[src/rtl/i2c_pkg.sv]
// Shared definitions for the I2C master: bus operation codes, engine states
// and the mapping from a requested operation to the state that executes it.
package i2c_pkg;

    typedef enum logic [1:0] {
        INSTR_START = 2'd0,
        INSTR_STOP  = 2'd1,
        INSTR_READ  = 2'd2,
        INSTR_WRITE = 2'd3
    } InstrT;

    typedef enum logic [2:0] {
        IDLE,
        START,
        STOP,
        READ,
        WRITE,
        DONE
    } StateT;

    function automatic StateT opState(input InstrT instr);
        case (instr)
            INSTR_START: opState = START;
            INSTR_STOP:  opState = STOP;
            INSTR_READ:  opState = READ;
            default:     opState = WRITE;
        endcase
    endfunction

endpackage

[src/rtl/i2c_master_if.sv]
// Request/response and pad-side signals of the I2C master. The master modport
// is the engine's view; the slave modport is the sequencer/pad side.
interface i2c_master_if;
    import i2c_pkg::*;

    logic       sdaIn;
    logic       sdaOut;
    logic       isSending;
    logic       scl;
    InstrT      instruction;
    logic       enable;
    logic [7:0] byteToSend;
    logic [7:0] byteReceived;
    logic       complete;

    modport master (
        input  sdaIn, instruction, enable, byteToSend,
        output sdaOut, isSending, scl, byteReceived, complete
    );

    modport slave (
        output sdaIn, instruction, enable, byteToSend,
        input  sdaOut, isSending, scl, byteReceived, complete
    );

endinterface

[src/rtl/i2c_phase_timer.sv]
// Divides the system clock into SCL half-periods. Tracks which half of a bit
// is running so the engine knows when the SCL-high half is about to end.
module i2c_phase_timer #(
    parameter int CLK_DIV = 16
) (
    input  logic clk,
    input  logic rst,
    input  logic clear,
    input  logic run,
    output logic phaseEnd,
    output logic lastHighCycle,
    output logic highHalf
);

    localparam int CW = $clog2(CLK_DIV);
    localparam logic [CW-1:0] LAST = CW'(CLK_DIV - 1);

    logic [CW-1:0] cycleCnt;

    assign phaseEnd      = run && (cycleCnt == LAST);
    assign lastHighCycle = phaseEnd && highHalf;

    // Every phase boundary flips the half flag; each bit starts in the low half.
    always_ff @(posedge clk) begin
        if (rst || clear) begin
            cycleCnt <= '0;
            highHalf <= 1'b0;
        end else if (run) begin
            if (cycleCnt == LAST) begin
                cycleCnt <= '0;
                highHalf <= ~highHalf;
            end else begin
                cycleCnt <= cycleCnt + 1'b1;
            end
        end
    end

endmodule

[src/rtl/i2c_master.sv]
// Single-master I2C engine: executes one START, STOP, READ or WRITE per
// enable/complete handshake and drives registered SCL and split SDA controls.
module i2c_master
    import i2c_pkg::*;
#(
    parameter int CLK_DIV = 16
) (
    input logic          clk,
    input logic          rst,
    i2c_master_if.master bus
);

    StateT      state;
    logic       sclReg;
    logic       isSendingReg;
    logic       sdaOutReg;
    logic       completeReg;
    logic [7:0] rxByte;
    logic [7:0] txShift;
    logic [7:0] rxShift;
    logic       ackBit;
    logic [3:0] bitCnt;
    logic [1:0] phaseCnt;
    logic       opDone;

    logic phaseEnd;
    logic lastHighCycle;
    logic highHalf;
    logic timerRun;

    assign bus.scl          = sclReg;
    assign bus.isSending    = isSendingReg;
    assign bus.sdaOut       = sdaOutReg;
    assign bus.complete     = completeReg;
    assign bus.byteReceived = rxByte;

    assign timerRun = (state == START || state == STOP || state == READ || state == WRITE) && !opDone;

    i2c_phase_timer #(.CLK_DIV(CLK_DIV)) phaseTimer (
        .clk          (clk),
        .rst          (rst),
        .clear        (state == IDLE),
        .run          (timerRun),
        .phaseEnd     (phaseEnd),
        .lastHighCycle(lastHighCycle),
        .highHalf     (highHalf)
    );

    // Once the final phase has elapsed (opDone), the following edge applies the
    // exit levels and raises complete, so the op occupies exactly N+1 edges.
    always_ff @(posedge clk) begin
        if (rst) begin
            state        <= IDLE;
            sclReg       <= 1'b1;
            isSendingReg <= 1'b0;
            sdaOutReg    <= 1'b1;
            completeReg  <= 1'b0;
            rxByte       <= 8'h00;
            txShift      <= 8'h00;
            rxShift      <= 8'h00;
            ackBit       <= 1'b0;
            bitCnt       <= 4'd0;
            phaseCnt     <= 2'd0;
            opDone       <= 1'b0;
        end else begin
            case (state)
                IDLE: begin
                    if (bus.enable) begin
                        txShift  <= bus.byteToSend;
                        ackBit   <= bus.byteToSend[0];
                        rxShift  <= 8'h00;
                        bitCnt   <= 4'd0;
                        phaseCnt <= 2'd0;
                        opDone   <= 1'b0;
                        state    <= opState(bus.instruction);
                    end
                end

                START: begin
                    if (opDone) begin
                        sclReg       <= 1'b0;
                        isSendingReg <= 1'b1;
                        sdaOutReg    <= 1'b0;
                        completeReg  <= 1'b1;
                        state        <= DONE;
                    end else begin
                        sclReg       <= 1'b1;
                        isSendingReg <= (phaseCnt != 2'd0);
                        sdaOutReg    <= (phaseCnt == 2'd0);
                        if (phaseEnd) begin
                            if (phaseCnt == 2'd1) opDone <= 1'b1;
                            else                  phaseCnt <= phaseCnt + 2'd1;
                        end
                    end
                end

                STOP: begin
                    if (opDone) begin
                        sclReg       <= 1'b1;
                        isSendingReg <= 1'b0;
                        sdaOutReg    <= 1'b1;
                        completeReg  <= 1'b1;
                        state        <= DONE;
                    end else begin
                        sclReg       <= (phaseCnt != 2'd0);
                        isSendingReg <= (phaseCnt != 2'd2);
                        sdaOutReg    <= (phaseCnt == 2'd2);
                        if (phaseEnd) begin
                            if (phaseCnt == 2'd2) opDone <= 1'b1;
                            else                  phaseCnt <= phaseCnt + 2'd1;
                        end
                    end
                end

                // Data bit changes only together with the SCL-low edge; the slave
                // ACK is captured just before SCL falls on the ninth bit.
                WRITE: begin
                    if (opDone) begin
                        sclReg      <= 1'b0;
                        completeReg <= 1'b1;
                        state       <= DONE;
                    end else begin
                        sclReg <= highHalf;
                        if (bitCnt == 4'd8) begin
                            isSendingReg <= 1'b0;
                            sdaOutReg    <= 1'b1;
                        end else begin
                            isSendingReg <= 1'b1;
                            sdaOutReg    <= txShift[7];
                        end
                        if (lastHighCycle) begin
                            if (bitCnt == 4'd8) begin
                                rxByte <= {7'd0, bus.sdaIn};
                                opDone <= 1'b1;
                            end else begin
                                txShift <= {txShift[6:0], 1'b0};
                                bitCnt  <= bitCnt + 4'd1;
                            end
                        end
                    end
                end

                READ: begin
                    if (opDone) begin
                        sclReg      <= 1'b0;
                        completeReg <= 1'b1;
                        state       <= DONE;
                    end else begin
                        sclReg <= highHalf;
                        if (bitCnt == 4'd8) begin
                            isSendingReg <= 1'b1;
                            sdaOutReg    <= ackBit;
                        end else begin
                            isSendingReg <= 1'b0;
                            sdaOutReg    <= 1'b1;
                        end
                        if (lastHighCycle) begin
                            if (bitCnt == 4'd8) begin
                                rxByte <= rxShift;
                                opDone <= 1'b1;
                            end else begin
                                rxShift <= {rxShift[6:0], bus.sdaIn};
                                bitCnt  <= bitCnt + 4'd1;
                            end
                        end
                    end
                end

                DONE: begin
                    if (!bus.enable) begin
                        completeReg <= 1'b0;
                        state       <= IDLE;
                    end
                end

                default: state <= IDLE;
            endcase
        end
    end

endmodule

[src/flat_wrapper.sv]
// flat-port wrapper written by rule: the top's interface ports become plain ports
module i2c_master_flat import i2c_pkg::*;
#(
    parameter int CLK_DIV = 16
)
  (clk, rst, bus_sdaIn, bus_instruction, bus_enable, bus_byteToSend, bus_sdaOut, bus_isSending, bus_scl, bus_byteReceived, bus_complete);
  i2c_master_if bus_i ();
  input logic clk;
  input logic rst;
  input wire logic [$bits(bus_i.sdaIn)-1:0] bus_sdaIn;
  input wire logic [$bits(bus_i.instruction)-1:0] bus_instruction;
  input wire logic [$bits(bus_i.enable)-1:0] bus_enable;
  input wire logic [$bits(bus_i.byteToSend)-1:0] bus_byteToSend;
  output wire logic [$bits(bus_i.sdaOut)-1:0] bus_sdaOut;
  output wire logic [$bits(bus_i.isSending)-1:0] bus_isSending;
  output wire logic [$bits(bus_i.scl)-1:0] bus_scl;
  output wire logic [$bits(bus_i.byteReceived)-1:0] bus_byteReceived;
  output wire logic [$bits(bus_i.complete)-1:0] bus_complete;
  assign bus_i.sdaIn = bus_sdaIn;
  assign bus_i.instruction = bus_instruction;
  assign bus_i.enable = bus_enable;
  assign bus_i.byteToSend = bus_byteToSend;
  assign bus_sdaOut = bus_i.sdaOut;
  assign bus_isSending = bus_i.isSending;
  assign bus_scl = bus_i.scl;
  assign bus_byteReceived = bus_i.byteReceived;
  assign bus_complete = bus_i.complete;
  i2c_master #(.CLK_DIV(CLK_DIV)) u_core (.clk(clk), .rst(rst), .bus(bus_i));
endmodule
[config.mk]
export PLATFORM = sky130hd
export DESIGN_NAME = i2c_master_flat
export DESIGN_NICKNAME = d
export VERILOG_FILES = /design/src/rtl/i2c_pkg.sv /design/src/rtl/i2c_master_if.sv /design/src/rtl/i2c_phase_timer.sv /design/src/rtl/i2c_master.sv /design/src/flat_wrapper.sv
export SDC_FILE = /design/constraint.sdc
export NUM_CORES = 1
export LEC_CHECK = 0
export BUFFER_PORTS_ARGS = -buffer_cell sky130_fd_sc_hd__buf_2
export CAP_MARGIN = 30
export CORE_MARGIN = 5
export CORE_UTILIZATION = 55
export DETAILED_ROUTE_END_ITERATION = 8
export GPL_TIMING_DRIVEN = 1
export PLACE_DENSITY = 0.72
export SYNTH_ARGS = -nofsm -noshare
export SYNTH_HDL_FRONTEND = slang
export SYNTH_SLANG_ARGS = --single-unit
[constraint.sdc]
create_clock -name clk -period 1.8 [get_ports clk]
set_input_delay 0.09 -clock clk [delete_from_list [all_inputs] [get_ports clk]]
set_output_delay 0.09 -clock clk [all_outputs]
set_load 0.1 [all_outputs]
[Word level (Yosys, flattened, before mapping)]
Cells that the tools add are included.
Word-level totals
  bits in registers: 44
  bits of input ports: 14
  output and inout bits: 12
  word-level logic and storage cells: 150
Cells by class
  add/subtract/negate cells: 3
  equal/unequal tests: 32
  mux-type cells: 66
  bitwise logic cells: 1
  reductions and logical operators: 34
Operators with widths (count)
  $mux 8: 14
  $pmux 8 s2: 3
  $ne 2x2->1 const B: 17
  $mux 1: 25
  $mux 4: 5
  $pmux 3 s3: 2
  $reduce_and 5->1: 3
  $mux 2: 7
  $pmux 1 s4: 3
  $reduce_bool 2->1: 6
  $mux 3: 3
  $reduce_and 3->1: 3
  $add 4x1->4 const B: 2
  $eq 4x4->1 const B: 2
  $ne 2x1->1 const B: 4
  $pmux 4 s2: 1
  $reduce_and 8->1: 1
  $reduce_bool 4->1: 2
  $reduce_and 7->1: 1
  $eq 3x2->1 const B: 2
  $eq 3x3->1 const B: 2
  $pmux 2 s3: 1
  $reduce_and 2->1: 3
  $reduce_bool 3->1: 2
  other kinds (14): 22

[Logic depth before layout (Yosys ltp)]
  depth after elaboration: 10
  gate-level depth with buffers: 7
  depth with buffers taken out: 6

[Cells and area by module]
From an unflattened synthesis, not the netlist that was laid out.
Unflattened totals
  cells, all modules: 282
  area, all modules: 2492.4 um^2
Modules (own cells, without submodules)
  i2c_master: times used 1, cells each 258, area an instance 2260.9 um^2
  i2c_phase_timer: times used 1, cells each 24, area an instance 231.5 um^2

[Worst setup path before layout]
OpenSTA, ideal clock, no wires.
  kind: reg-to-reg
  from: register u_core.bitCnt[1]
  to: register u_core.rxShift[3]
  library setup time: 132 ps
  arrival time: 1523 ps
  required time: 1668 ps
  path slack: 145 ps
  stages on the path, launching flop included: 8
  clock period less this slack: 1655 ps
  cells stage by stage: dfxtp_1 inv_1 ha_1 nand3b_1 clkbuf_1 nand2_1 o211ai_1 a21oi_1
Between the ends
  cells in the longest elaborated chain, start to end: 3
RTL lines
  from (decl): line i2c_master.sv:22  | logic [3:0] bitCnt;
  from (signal assigned): line i2c_master.sv:137  | bitCnt <= bitCnt + 4'd1;
  from (signal assigned): line i2c_master.sv:163  | bitCnt <= bitCnt + 4'd1;
  $eq 4x4->1: line i2c_master.sv:158  | if (bitCnt == 4'd8) begin
  $ne 2x2->1 (no source line)
  $reduce_and 5->1 (no source line)
  to (signal assigned): line i2c_master.sv:162  | rxShift <= {rxShift[6:0], bus.sdaIn};
  to (decl): line i2c_master.sv:20  | logic [7:0] rxShift;
Every way passes these cells.
A chain may end at the register's enable or synchronous reset.

[Worst setup path in the final report]
  from: register u_core.bitCnt[0]
  to: register u_core.opDone
Between the ends
  cells in the longest elaborated chain, start to end: 5
RTL lines
  $eq 4x4->1: line i2c_master.sv:132, i2c_master.sv:158
  $mux 1: line i2c_master.sv:132, i2c_master.sv:158
  $mux 1: line i2c_master.sv:157  | if (lastHighCycle) begin
  $mux 1: line i2c_master.sv:144  | if (opDone) begin
  $pmux 1 s4: line i2c_master.sv:66  | case (state)
  to (signal assigned): line i2c_master.sv:64  | opDone <= 1'b0;
  to (signal assigned): line i2c_master.sv:134  | opDone <= 1'b1;
  to (signal assigned): line i2c_master.sv:160  | opDone <= 1'b1;
  to (decl): line i2c_master.sv:24  | logic opDone;
Every way passes these cells.

==> results by group <==
Place
  • Gp weighted congestion: ~0.9
  • Placed wire-length estimate: a little over 4000 µm
  • PortBufs: 25

Power and ir drop
  • VDD IR-drop max: just over 0.0009 V
  • P_leak: approximately 1.1 nW
  • Pwr dens: ~1100 nW/µm²

Global route
  • Largest net degree at the start of global routing: 22
  • Vias in the first global route: approximately 2100
  • Global-route usage over all layers: slightly above 20%
  • Gr ovfl total: 0
  • Global-route wire length before repair: 10200 µm
  • Initial antenna violation count: 0

CTS
  • Root Driver: clkbuf_8
  • CTS tree: built
  • Clock buffer count from CTS: 5
  • Max clock buf depth: 2
  • Clock latency on the worst-skew pair: 310 ps
  • Clock Sinks: 44
  • H-tree depth: 2
  • Clk slew on worst S/H paths: about 90 ps
  • Hold buffers post-CTS: 0

Synthesis
  • Async S/R FF share, synth: 0%
  • Synth warnings: 0
  • Synthesized area per cell: 8.704 µm²
  • Syn Nets: between 300 and 400
  • EDFF count, synth: 0
  • Unique masters post-synth: 64
  • Top FF cell, synth: dfxtp_1
  • Sequential share of the synthesized area: between 30% and 40%
  • Synth Register Bits: 44
  • Synth Cell Area: ~2600 µm²
  • Synth Instances: about 300

Layout
  • Layout cells sized above 1: a little under a quarter
  • Area growth syn-to-layout: 12.88%
  • Final core occ: a little over three fifths
  • Nets: between 300 and 400
  • Ant diodes: 0

STA
  • Setup violations, final: 0
  • Final Hold Vio Count: 0
  • F_max: roughly 600 MHz
  • Pins Over Slew Limit: 0
  • Period utilisation layout: between 90 and 100%
  • Max_slew headroom: between 60% and 70%
  • RSZ-0062 raised after global routing: false
  • Worst Clk Skew: slightly below 7 ps
  • Setup TNS: 0 ps
  • Min Hold Slack: roughly 61 ps
  • Worst slew pin tran: 487.5 ps
  • Min Tclk post-route: approximately 1700 ps

Setup path
  • Worst Setup Path Type: flip-flop to flip-flop
  • R2r endpoint: u_core.opDone
  • Worst setup EP type: flip-flop
  • Critical path arrival: ~1900 ps
  • Worst Reg-to-Reg Cells: 7
  • Critical Path RT: a little under 2000 ps
  • Reg2reg start: u_core.bitCnt[0]
  • Startpoint types: flip-flop
  • R2R Setup Slk: around 130 ps
  • CP Max Fanout: 4

Routing
  • Routed len/inst: about 16 µm
  • DR iter-0 viols: approximately 170
  • Vias: 2365
  • Antenna viol nets, final: 0
  • Routed WL: a little over 6000 µm
  • Vias/cell: just over 6
  • Pre-antenna DRT Iters: 4
  • DRC viols: 0

Worst hold path
  • Hold path startpoint: bus_sdaIn
  • HP Class: primary input to flip-flop
  • Hold Crit Endpoint: u_core.rxShift[0]
  • Hold Path Cell Cnt: 3

Floorplanning
  • Starting Density: between 50 and 60%
  • Die Y-Extent: 78.67 µm
  • Io pins: 26
  • Core ar.: between 4000 and 5000 µm²
  • # rows: 25
  • Die X: approximately 79 µm
  • Die area: 6189 µm²

Status
  • Outcome: complete, no violations

Flow run
  • Maxcap violations: 0
-- where the power goes --
part	total, W	internal (W)	leakage (nW)	switching (W)
logic	0.00136	0.000472	0.691	0.000891
registers	0.00120	0.00110	0.359	0.000103
clock network	0.000685	0.000311	0.0434	0.000374
-- cell type report --
| type | instances | area, µm² |
|---|---|---|
| Clock buffer | 6 | 82.58 |
| Tap cell | 54 | 67.56 |
| Inverter | 15 | 56.30 |
| Timing Repair Buffer | 49 | 321.6 |
| Multi-Input combinational cell | 214 | 1500 |
| Sequential cell | 44 | 884.6 |
| Fill cell | 412 | 1733 |
| Clock inverter | 2 | 15.01 |
-- cells in the mapped netlist, drive strengths merged (2+ instances only) --
cell | n | area [µm²]
a211oi | 3 | 27.52
a21o | 3 | 22.52
a21oi | 40 | 207.7
a221oi | 3 | 26.28
a22oi | 2 | 15.01
a311oi | 8 | 76.32
a31oi | 5 | 31.28
and3 | 2 | 12.51
and3b | 2 | 17.52
and4 | 2 | 20.02
buf | 17 | 140.1
clkbuf | 9 | 33.78
dfxtp | 44 | 880.8
ha | 9 | 112.6
inv | 14 | 52.55
mux2 | 2 | 22.52
mux2i | 9 | 90.09
nand2 | 14 | 52.55
nand2b | 2 | 12.51
nand3 | 10 | 55.05
nand3b | 2 | 15.01
nand4 | 16 | 115.1
nor2 | 10 | 37.54
nor2b | 3 | 18.77
nor3 | 10 | 55.05
nor3b | 4 | 41.29
o211ai | 11 | 101.3
o21ai | 19 | 106.4
o22ai | 2 | 12.51
o31ai | 2 | 15.01
or3b | 3 | 28.78
-- metal layers --
metal	up-vias	part of all wire [%]	GRT usage (%)	routed length, µm
li1	1191	-	-	-
met1	1109	47	27.87	2899
met2	58	47	32.09	2869
met3	7	4.3	3.555	264
met4	0	1.4	7.517	85
met5	-	0	0	0
-- logic make-up (layout without fill, tap and decap cells) --
group	count (synthesis)	after routing	share of synthesized area (%)
AOI/OAI and AO/OA	106	106	27.45
xor gates and xnor gates	1	1	0.3377
adders and majority gates	9	9	4.342
buffers and inverters	41	72	8.876
DFF	44	44	33.96
muxes	11	11	4.342
and+or+nand+nor	86	87	20.69
-- worst max-delay path by stage --
stage	start	to	slack, ps
2_1_floorplan	u_core.bitCnt[1]	u_core.rxShift[3]	150
3_3_place_gp	u_core.bitCnt[0]	u_core.txShift[4]	90
3_5_place_dp	u_core.bitCnt[0]	u_core.txShift[1]	90
4_1_cts	u_core.bitCnt[0]	u_core.txShift[4]	40
5_1_grt	u_core.state[2]	u_core.opDone	7
6_report	u_core.bitCnt[0]	u_core.opDone	130
-- cells in the final DEF (no fill, tap or decap), types with 3 or more instances in the layout --
cell      netlist  final
nand3_1         9      9
o21ai_0        13     13
buf_2           7     25
ha_1            9      9
a21o_1          3      3
inv_1          14     14
o211ai_1        9      9
nor2b_1         3      3
nor3b_1         3      3
nor3_1          9      9
clkbuf_8        0      6
o21ai_1         5      4
buf_4           1     22
a21oi_1        38     38
dfxtp_1        44     41
a311oi_1        7      7
nand2_1        14     13
a31oi_1         5      5
dfxtp_2         0      3
nand4_1        15     15
mux2i_1         9      9
a221oi_1        3      3
nor2_1         10     10
-- sequential cells by signal (all words and copies together), names as in the netlist, 2 cells and up --
register / count
u_core.txShift: 8
u_core.rxShift: 8
u_core.state: 3
u_core.phaseTimer.cycleCnt: 4
u_core.phaseCnt: 2
u_core.bus.byteReceived: 8
u_core.bitCnt: 4
-- per-stage QoR --
| step | setup slack [ps] | std cells | instance area [µm²] | total power, W |
|---|---|---|---|---|
| global route | 6.552 | 384 | 2928 | 0.003442 |
| detailed placement | 91.85 | 372 | 2770 | 0.002553 |
| floorplan | 145.2 | 298 | 2594 | 0.002324 |
| global placement | 89.88 | 372 | 2770 | 0.002538 |
| finish | 130.8 | 384 | 2928 | 0.003250 |
| CTS | 40.30 | 380 | 2868 | 0.003229 |
-- critical path, cell delays in order, from the launching register on --
cell	delay [ps]
dfxtp_1	390
inv_1	80
ha_1	210
nand3b_1	160
buf_4	150
a21oi_2	60
a221oi_1	360
o22ai_1	130
-- what timing repair did --
| action | in CTS | in global routing |
|---|---|---|
| endpoints found under the setup margin | 0 | 24 |
| resized for setup | 0 | 7 |
| buffers inserted | 0 | 3 |
No activity file was read; power rests on OpenSTA's default activity.
